===== config.mk =====
export PLATFORM = sky130hd
export DESIGN_NAME = intra_edge_upsample_selection
export DESIGN_NICKNAME = d
export VERILOG_FILES = /design/src/rtl/intra_edge_pkg.sv /design/src/rtl/intra_edge_upsample_core.sv /design/src/rtl/intra_edge_upsample_selection.sv
export SDC_FILE = /design/constraint.sdc
export NUM_CORES = 1
export LEC_CHECK = 0
export CORE_MARGIN = 2
export CORE_UTILIZATION = 39
export CTS_BUF_LIST = sky130_fd_sc_hd__clkbuf_16
export DETAILED_ROUTE_END_ITERATION = 10
export PLACE_DENSITY = 0.76
export RECOVER_POWER = 50
export SLEW_MARGIN = 20
export SYNTH_ARGS = -nofsm -noshare
export SYNTH_HDL_FRONTEND = slang
export SYNTH_HIERARCHICAL = 1
export SYNTH_SLANG_ARGS = --single-unit

===== constraint.sdc =====
create_clock -name clk -period 0.8 [get_ports clk]
set_input_delay 0.16 -clock clk [delete_from_list [all_inputs] [get_ports clk]]
set_output_delay 0.16 -clock clk [all_outputs]
set_load 0.005 [all_outputs]

===== src/rtl/intra_edge_pkg.sv =====
// Shared constants for the AV1 intra-edge upsample decision (get_upsample()).
package intra_edge_pkg;

   localparam int DIM_W_DEFAULT          = 10;
   localparam int DELTA_W_DEFAULT        = 10;

   localparam int UPSAMPLE_DELTA_LIMIT   = 40;
   localparam int UPSAMPLE_WH_MAX_NORMAL = 16;
   localparam int UPSAMPLE_WH_MAX_SMOOTH = 8;

endpackage


===== src/rtl/intra_edge_upsample_core.sv =====
// Combinational upsample decision for one reference edge: block size, edge
// filter type and signed angle delta in, upsample flag out.
module intra_edge_upsample_core
   import intra_edge_pkg::*;
#(
   parameter int DIM_W   = DIM_W_DEFAULT,
   parameter int DELTA_W = DELTA_W_DEFAULT
) (
   input  logic [DIM_W-1:0]          w,
   input  logic [DIM_W-1:0]          h,
   input  logic                      filterType,
   input  logic signed [DELTA_W-1:0] delta,
   output logic                      upsample
);

   localparam logic [DELTA_W:0] DELTA_LIMIT = (DELTA_W+1)'(UPSAMPLE_DELTA_LIMIT);
   localparam logic [DIM_W:0]   WH_NORMAL   = (DIM_W+1)'(UPSAMPLE_WH_MAX_NORMAL);
   localparam logic [DIM_W:0]   WH_SMOOTH   = (DIM_W+1)'(UPSAMPLE_WH_MAX_SMOOTH);

   // One extra bit so the most negative delta has a representable magnitude.
   function automatic logic [DELTA_W:0] abs_ext(input logic signed [DELTA_W-1:0] x);
      logic signed [DELTA_W:0] x_ext;
      logic signed [DELTA_W:0] x_neg;
      x_ext = {x[DELTA_W-1], x};
      x_neg = -x_ext;
      return x_ext[DELTA_W] ? x_neg : x_ext;
   endfunction

   logic [DELTA_W:0] d;
   logic [DIM_W:0]   blk_wh;

   assign d      = abs_ext(delta);
   assign blk_wh = {1'b0, w} + {1'b0, h};

   always_comb begin
      upsample = 1'b0;
      if ((d != '0) && (d < DELTA_LIMIT)) begin
         upsample = filterType ? (blk_wh <= WH_SMOOTH) : (blk_wh <= WH_NORMAL);
      end
   end

endmodule


===== src/rtl/intra_edge_upsample_selection.sv =====
// Registered AV1 intra-edge upsample decision, one-cycle latency.
// Define INTRA_EDGE_UPSAMPLE_DUAL_EN to add a parallel left-edge decision.
module intra_edge_upsample_selection
   import intra_edge_pkg::*;
#(
   parameter int DIM_W   = DIM_W_DEFAULT,
   parameter int DELTA_W = DELTA_W_DEFAULT
) (
   input  logic                      clk,
   input  logic                      rst_n,
   input  logic                      in_valid,
   input  logic [DIM_W-1:0]          w,
   input  logic [DIM_W-1:0]          h,
   input  logic                      filterType,
   input  logic signed [DELTA_W-1:0] delta,
`ifdef INTRA_EDGE_UPSAMPLE_DUAL_EN
   input  logic signed [DELTA_W-1:0] delta_left,
`endif
   output logic                      out_valid,
`ifdef INTRA_EDGE_UPSAMPLE_DUAL_EN
   output logic                      useUpsample,
   output logic                      useUpsampleLeft
`else
   output logic                      useUpsample
`endif
);

   logic upsample_above_c;
   logic vld_p0;
   logic upsample_above_p0;

   intra_edge_upsample_core #(
      .DIM_W   (DIM_W),
      .DELTA_W (DELTA_W)
   ) u_core_above (
      .w          (w),
      .h          (h),
      .filterType (filterType),
      .delta      (delta),
      .upsample   (upsample_above_c)
   );

`ifdef INTRA_EDGE_UPSAMPLE_DUAL_EN
   logic upsample_left_c;
   logic upsample_left_p0;

   intra_edge_upsample_core #(
      .DIM_W   (DIM_W),
      .DELTA_W (DELTA_W)
   ) u_core_left (
      .w          (w),
      .h          (h),
      .filterType (filterType),
      .delta      (delta_left),
      .upsample   (upsample_left_c)
   );
`endif

   // Stage p0: results load only on accepted inputs, so idle-cycle X never lands.
   always_ff @(posedge clk or negedge rst_n) begin
      if (!rst_n) begin
         vld_p0            <= 1'b0;
         upsample_above_p0 <= 1'b0;
`ifdef INTRA_EDGE_UPSAMPLE_DUAL_EN
         upsample_left_p0  <= 1'b0;
`endif
      end else begin
         vld_p0 <= in_valid;
         if (in_valid) begin
            upsample_above_p0 <= upsample_above_c;
`ifdef INTRA_EDGE_UPSAMPLE_DUAL_EN
            upsample_left_p0  <= upsample_left_c;
`endif
         end
      end
   end

   assign out_valid   = vld_p0;
   assign useUpsample = upsample_above_p0;
`ifdef INTRA_EDGE_UPSAMPLE_DUAL_EN
   assign useUpsampleLeft = upsample_left_p0;
`endif

endmodule


==> metrics.txt <==
Final Util=between 90% and 100%; RD Place Congestion=0.9158; critical path endpoint category=flip-flop; Final Max Slew Viols=0; commonest cells after routing, fill and taps aside=44 x buf_4, 16 x dlygate4sd2_1, 9 x clkdlybuf4s50_1, 9 x ha_4, 8 x nor2_1; CTS Buffer Depth=2; worst-case reg-to-reg path depth=2; Tot Pwr=2.101 mW; first-pass GRT wire length=6.637 mm; violated checks=setup timing; max-cap viol count=0; Hold Crit Class=input port to async pin; number of global-route vias before repair=between 1000 and 1500; Die Wd=approximately 52 um; arrival time at the worst endpoint=approximately 2.3 ns; Most used DFF post-synth=dfrtp_1; Antenna Cells=0; Final TNS setup=-1.466 ns; Placement Setup Slack=-1.909 ns; Synth Cell Area=between 800 and 900 um^2; Initial Utilization=about two fifths; Post-DP HPWL=roughly 2.7 mm; worst endpoint required time=roughly 0.96 ns; setup violators final=3; All-Layer GR Usage=around a third; post-synthesis sequential area ratio=5.579%; Vert. Die Dim=51.96 um; total wire length=4.394 mm; Avg Inst Size Synth=~7.6 um^2; H-tree Lvls=1; CP max FO=2; nets=between 200 and 250; CP startpoint kind=input port; commonest non-fill, non-tap cell in the layout=buf_4; RSZ-0062 raised after global routing=true; Post-synth EDFFs=0; final worst setup slack=-1.332 ns; via density per instance=~6.3; Core Box Area=2191 um^2; Leakage=0.8501 nW; Final Cycle Share=266.5%; io pins=36; relative slew slack=approximately 77%; clock sinks=2; antenna violations before repair=0; Fill cells=between 100 and 150; largest net degree at the start of global routing=8; CTS root buf=clkbuf_16; Congestion Overflow GR=0; DRT Pass-1 Iters=4; ys async rst share=100.0%; PwrDens=between 1000 and 1500 nW/um^2; die area=approximately 2700 um^2; Vias=1415; FP Rows=17; Port Buffers=35; Ys Warns=6; post-route ant nets=0; CP Class=input port to flip-flop; worst clock skew=0 ns; Num CTS Buffers=3; Distinct cells, synth=53; endpoints failing hold=0; layout cells sized above 1=48.99%; outcome=finished, violations left; Hold Buf Count CTS=0; Max VDD drop=1.850 mV; register bit total from synthesis=2; CTS tree=yes; wire per inst=a little under 20 um; Worst-Skew Late Latency=approximately 0.22 ns; cell count after synthesis=around 120; initial drt markers=76; actual slew at the worst max-slew pin=0.3424 ns; max frequency=~0.47 GHz; clock slew at reported path FFs=0.03 ns; Area Growth Syn to Fin=120.1%; drt drc=0; syn_nets=between 150 and 200; fin crit period=2.132 ns
==> power by group <==
| group | total (mW) | switching (mW) | internal, mW |
|---|---|---|---|
| clock network | 0.747 | 0.111 | 0.636 |
| registers | 0.105 | 0.000613 | 0.105 |
| logic | 1.25 | 0.589 | 0.660 |
| total | 2.10 | 0.701 | 1.40 |
==> sequential cells by signal (all words and copies together) (netlist names) <==
name,count
out_valid,1
useUpsample,1
==> synth_stat cells, drive strengths merged (2+ instances only) <==
cell	count	area [um^2]
a2111oi	3	27.53
a211oi	3	22.52
a21o	5	37.54
a21oi	11	55.05
a31oi	2	12.51
a41oi	2	25.03
and3	2	12.51
clkbuf	4	15.01
dfrtp	2	50.05
ha	11	137.6
inv	5	18.77
nand2	5	18.77
nand2b	2	12.51
nand3	4	20.02
nor2	8	30.03
nor3	4	25.02
nor3b	3	22.52
nor4	3	18.77
o211ai	2	15.01
o21ai	3	15.01
o31ai	3	22.52
or2	2	12.52
or3	3	20.02
xnor2	3	26.28
==> metrics by stage <==
step,hold slack [ns],std cells,cell area [um^2]
floorplan,-0.1356,118,929.6
global placement,0.3282,220,1623
detailed placement,0.3327,220,1623
CTS,0.1017,226,1896
global route,0.1779,226,1974
finish,0.1729,226,1974
==> kinds of logic after synthesis <==
| family | after synthesis | share of synthesized area [%] |
|---|---|---|
| flops | 2 | 5.579 |
| fa+ha+maj | 12 | 17.57 |
| compound gates | 46 | 37.94 |
| simple gates | 42 | 27.62 |
| mux | 2 | 2.789 |
| buf+inv | 10 | 4.603 |
| xor+xnor | 4 | 3.906 |
==> path summary, 6_finish.rpt <==
path	to	slack (ns)	start
max	useUpsample$_DFFE_PN0P_	-1.33	w[4]
min reg2reg	useUpsample$_DFFE_PN0P_	0.62	useUpsample$_DFFE_PN0P_
min in group clk	out_valid$_DFF_PN0_	0.46	in_valid
max reg2reg	useUpsample$_DFFE_PN0P_	-0.09	useUpsample$_DFFE_PN0P_
min	useUpsample$_DFFE_PN0P_	0.17	rst_n
max in group asynchronous	out_valid$_DFF_PN0_	0.50	rst_n
==> timing repair <==
action | in CTS | in global routing
pin swaps | 30 | 10
endpoints found under the setup margin | 3 | 3
gates resized for setup | 76 | 13
buffers inserted | 3 | 0
endpoints found under the hold margin | 0 | 0
==> critical path, cell delays in order <==
cell           delay [ns]
dlygate4sd2_1        0.23
ha_1                 0.31
and3_4               0.18
a221oi_4             0.33
o32ai_2              0.13
and4bb_1             0.31
nand4_1              0.17
a311oi_2             0.29
mux2_4               0.18
==> per-layer routing <==
layer	vias up	wire length (um)	global-route usage [%]
li1	636	-	-
met1	677	1657	33.33
met2	80	2236	63.29
met3	22	329	6.322
met4	0	170	11.84
met5	-	0	0
==> final cells by class <==
cell class	count	area (um^2)	area share (%)
tap	28	35.03	1.774
clock buffer	3	75.07	3.802
timing repair buffer	82	681.9	34.54
inverter	5	18.77	0.9506
sequential	2	50.05	2.535
multi-input combinational	106	1114	56.40
Note: power is estimated with default switching activity, not from simulation.
==> RTL change: new RTL, same flow settings <==
The option `INTRA_EDGE_UPSAMPLE_DUAL_EN` is turned on by a define.
--- a/src/rtl/intra_edge_upsample_selection.sv
+++ b/src/rtl/intra_edge_upsample_selection.sv
@@ -1,5 +1,7 @@
 // Registered AV1 intra-edge upsample decision, one-cycle latency.
 // Define INTRA_EDGE_UPSAMPLE_DUAL_EN to add a parallel left-edge decision.
+`define INTRA_EDGE_UPSAMPLE_DUAL_EN
+
 module intra_edge_upsample_selection
    import intra_edge_pkg::*;
 #(
Ports: changed (added delta_left and useUpsampleLeft); port bits go from 36 to 47. No check against the original RTL was run, so the function may have changed too.
==> RTL change against the unedited design <==
  * The run still ends with setup timing left
  * Final area increased by 65%
  * Sequential cell count increased by 1
  * Synthesized area increased by 83%
  * Worst setup slack got worse by 0.036 ns
  * Combinational power increased by 71%
  * Clock power increased by 5.9%
  * Sequential power increased by 49%
  * Wire length increased by 81%
  * Power increased by 47%
  * First-iteration DRC count increased to 3.4 times the old value
  * Cell count increased by 81%
==> RTL change: results (changes against the unedited design) <==
status: "finished with violations"
violations: "setup timing"
dpl_cell_area_sq_um: 2869  # +77%
fin_nets: 429  # +74%
synth_cell_type_count: 62  # +17%
antenna_found_initial: 0  # unchanged
synth_compound_area_frac: 0.3534  # -0.02597
place_hpwl_mm: 4.758  # +77%
setup_viol: 5  # +2
layout_setup_ws_ns: -1.368  # -0.03559 ns
maxSlewHeadroom: 0.7719  # about the same
grt_pass1_wl_mm: 11.17  # +68%
first_pass_iters: 5  # +1
fillers: 244  # +140%
drt_iter0_markers: 260  # +240%
grtUsageTotal: 0.3070  # -0.01732
synth_mux_area_frac: 0.03960  # +0.01171
met2_usage: 0.5529  # -0.08003
irDropWorstVdd_v: 0.0004814  # -74%
power.internal_mw: 1.898  # +36%
drive_gt1_frac: 0.4722  # -0.01768
synthTopCellsByArea: "ha_1 17%, a21oi_1 5.5%, xnor2_1 4.8%"
arrival_ns: 2.27  # -0.02 ns
place_ws_ns: -2.221  # -0.3119 ns
gp_congestion: 0.8721  # -4.8%
grt_pass1_vias: 2546  # +73%
cp_slowest_cell: "ha_1"
critPathMaxFanout: 3  # +1
use_met1: 0.3512  # +0.01783
synth_ff_type: "dfrtp_1"
port_buffers: 46  # +31%
yosysSeqAreaShare: 0.04570  # -0.01009
syn_nets: 286  # +74%
synth_common_cells: "22 x ha_1, 18 x a21oi_1, 16 x nor2_1"
p_leak_nw: 1.474  # +73%
==> RTL change: cell types whose count changed after synthesis, sizes merged, moves of 3 or more <==
cell / change
ha: +11
inv: +9
nor2: +9
a21oi: +7
o21ai: +7
xnor2: +6
nand2: +5
nor3: +5
mux2: +3
==> RTL change: kinds of logic (layout without fill, tap and decap cells) <==
logic type,count (synthesis),after routing
AO/OA/AOI/OAI,81,81
AND/OR/NAND/NOR,72,72
multiplexers,6,6
buffers and inverters,21,163
XOR/XNOR,11,11
adder cells (fa/ha/maj),24,24
flip-flops,3,3
==> RTL change: worst max-delay path, delay by kind of cell <==
kind            cells  cell delay, ns
mux                 1            0.27
fa+ha+maj           1            0.30
simple gates        2            0.27
buf+inv             2            0.36
compound gates      4            0.90
==> RTL change: through the flow <==
stage	std cells	hold WS, ns	setup TNS (ns)
after floorplan	218	-0.1356	-2.703
after global placement	397	0.3509	-4.605
after detailed placement	397	0.3618	-4.807
after CTS	410	0.1293	-2.888
after global routing	410	0.2114	-3.045
final	410	0.1988	-2.921
==> RTL change: final timing paths <==
kind / start / end / slack, ns
max in group asynchronous: rst_n / out_valid$_DFF_PN0_ / 0.44
worst max-delay path: h[4] / useUpsampleLeft$_DFFE_PN0P_ / -1.37
min in group clk: in_valid / out_valid$_DFF_PN0_ / 0.53
worst min-delay path: rst_n / useUpsample$_DFFE_PN0P_ / 0.20
worst min register to register: useUpsample$_DFFE_PN0P_ / useUpsample$_DFFE_PN0P_ / 0.62
worst max register to register: useUpsampleLeft$_DFFE_PN0P_ / useUpsampleLeft$_DFFE_PN0P_ / -0.21
==> RTL change: power by group through the flow <==
stage	clock, mW	combinational (mW)	sequential (mW)
2_1_floorplan	0	0.836	0.159
3_3_place_gp	0	1.66	0.158
4_1_cts	0.816	1.89	0.156
5_1_grt	0.822	2.26	0.157
6_report	0.791	2.14	0.156
3_5_place_dp	0	1.72	0.158
==> RTL change: routing by layer <==
metal / up-vias / wire, um
met3: 64 / 519
met5: - / 0
li1: 1150 / -
met1: 1178 / 3029
met4: 0 / 456
met2: 164 / 3939
==> RTL change: area by class of cell <==
cell class              instances  area (sq um)  area share
multi-input cells             194          1809      0.5555
repair buffers                145          1161      0.3565
flip-flops and latches          3         75.07     0.02305
clock buffers                   3         75.07     0.02305
inverters                      14         70.07     0.02151
well taps                      50         62.56     0.01921
clock inverters                 1         3.754    0.001153
==> RTL change: what timing repair did <==
| action | CTS | global route |
|---|---|---|
| pin swaps | 35 | 5 |
| endpoints found under the setup margin | 5 | 5 |
| buffers inserted | 9 | 0 |
| gates resized for setup | 110 | 16 |
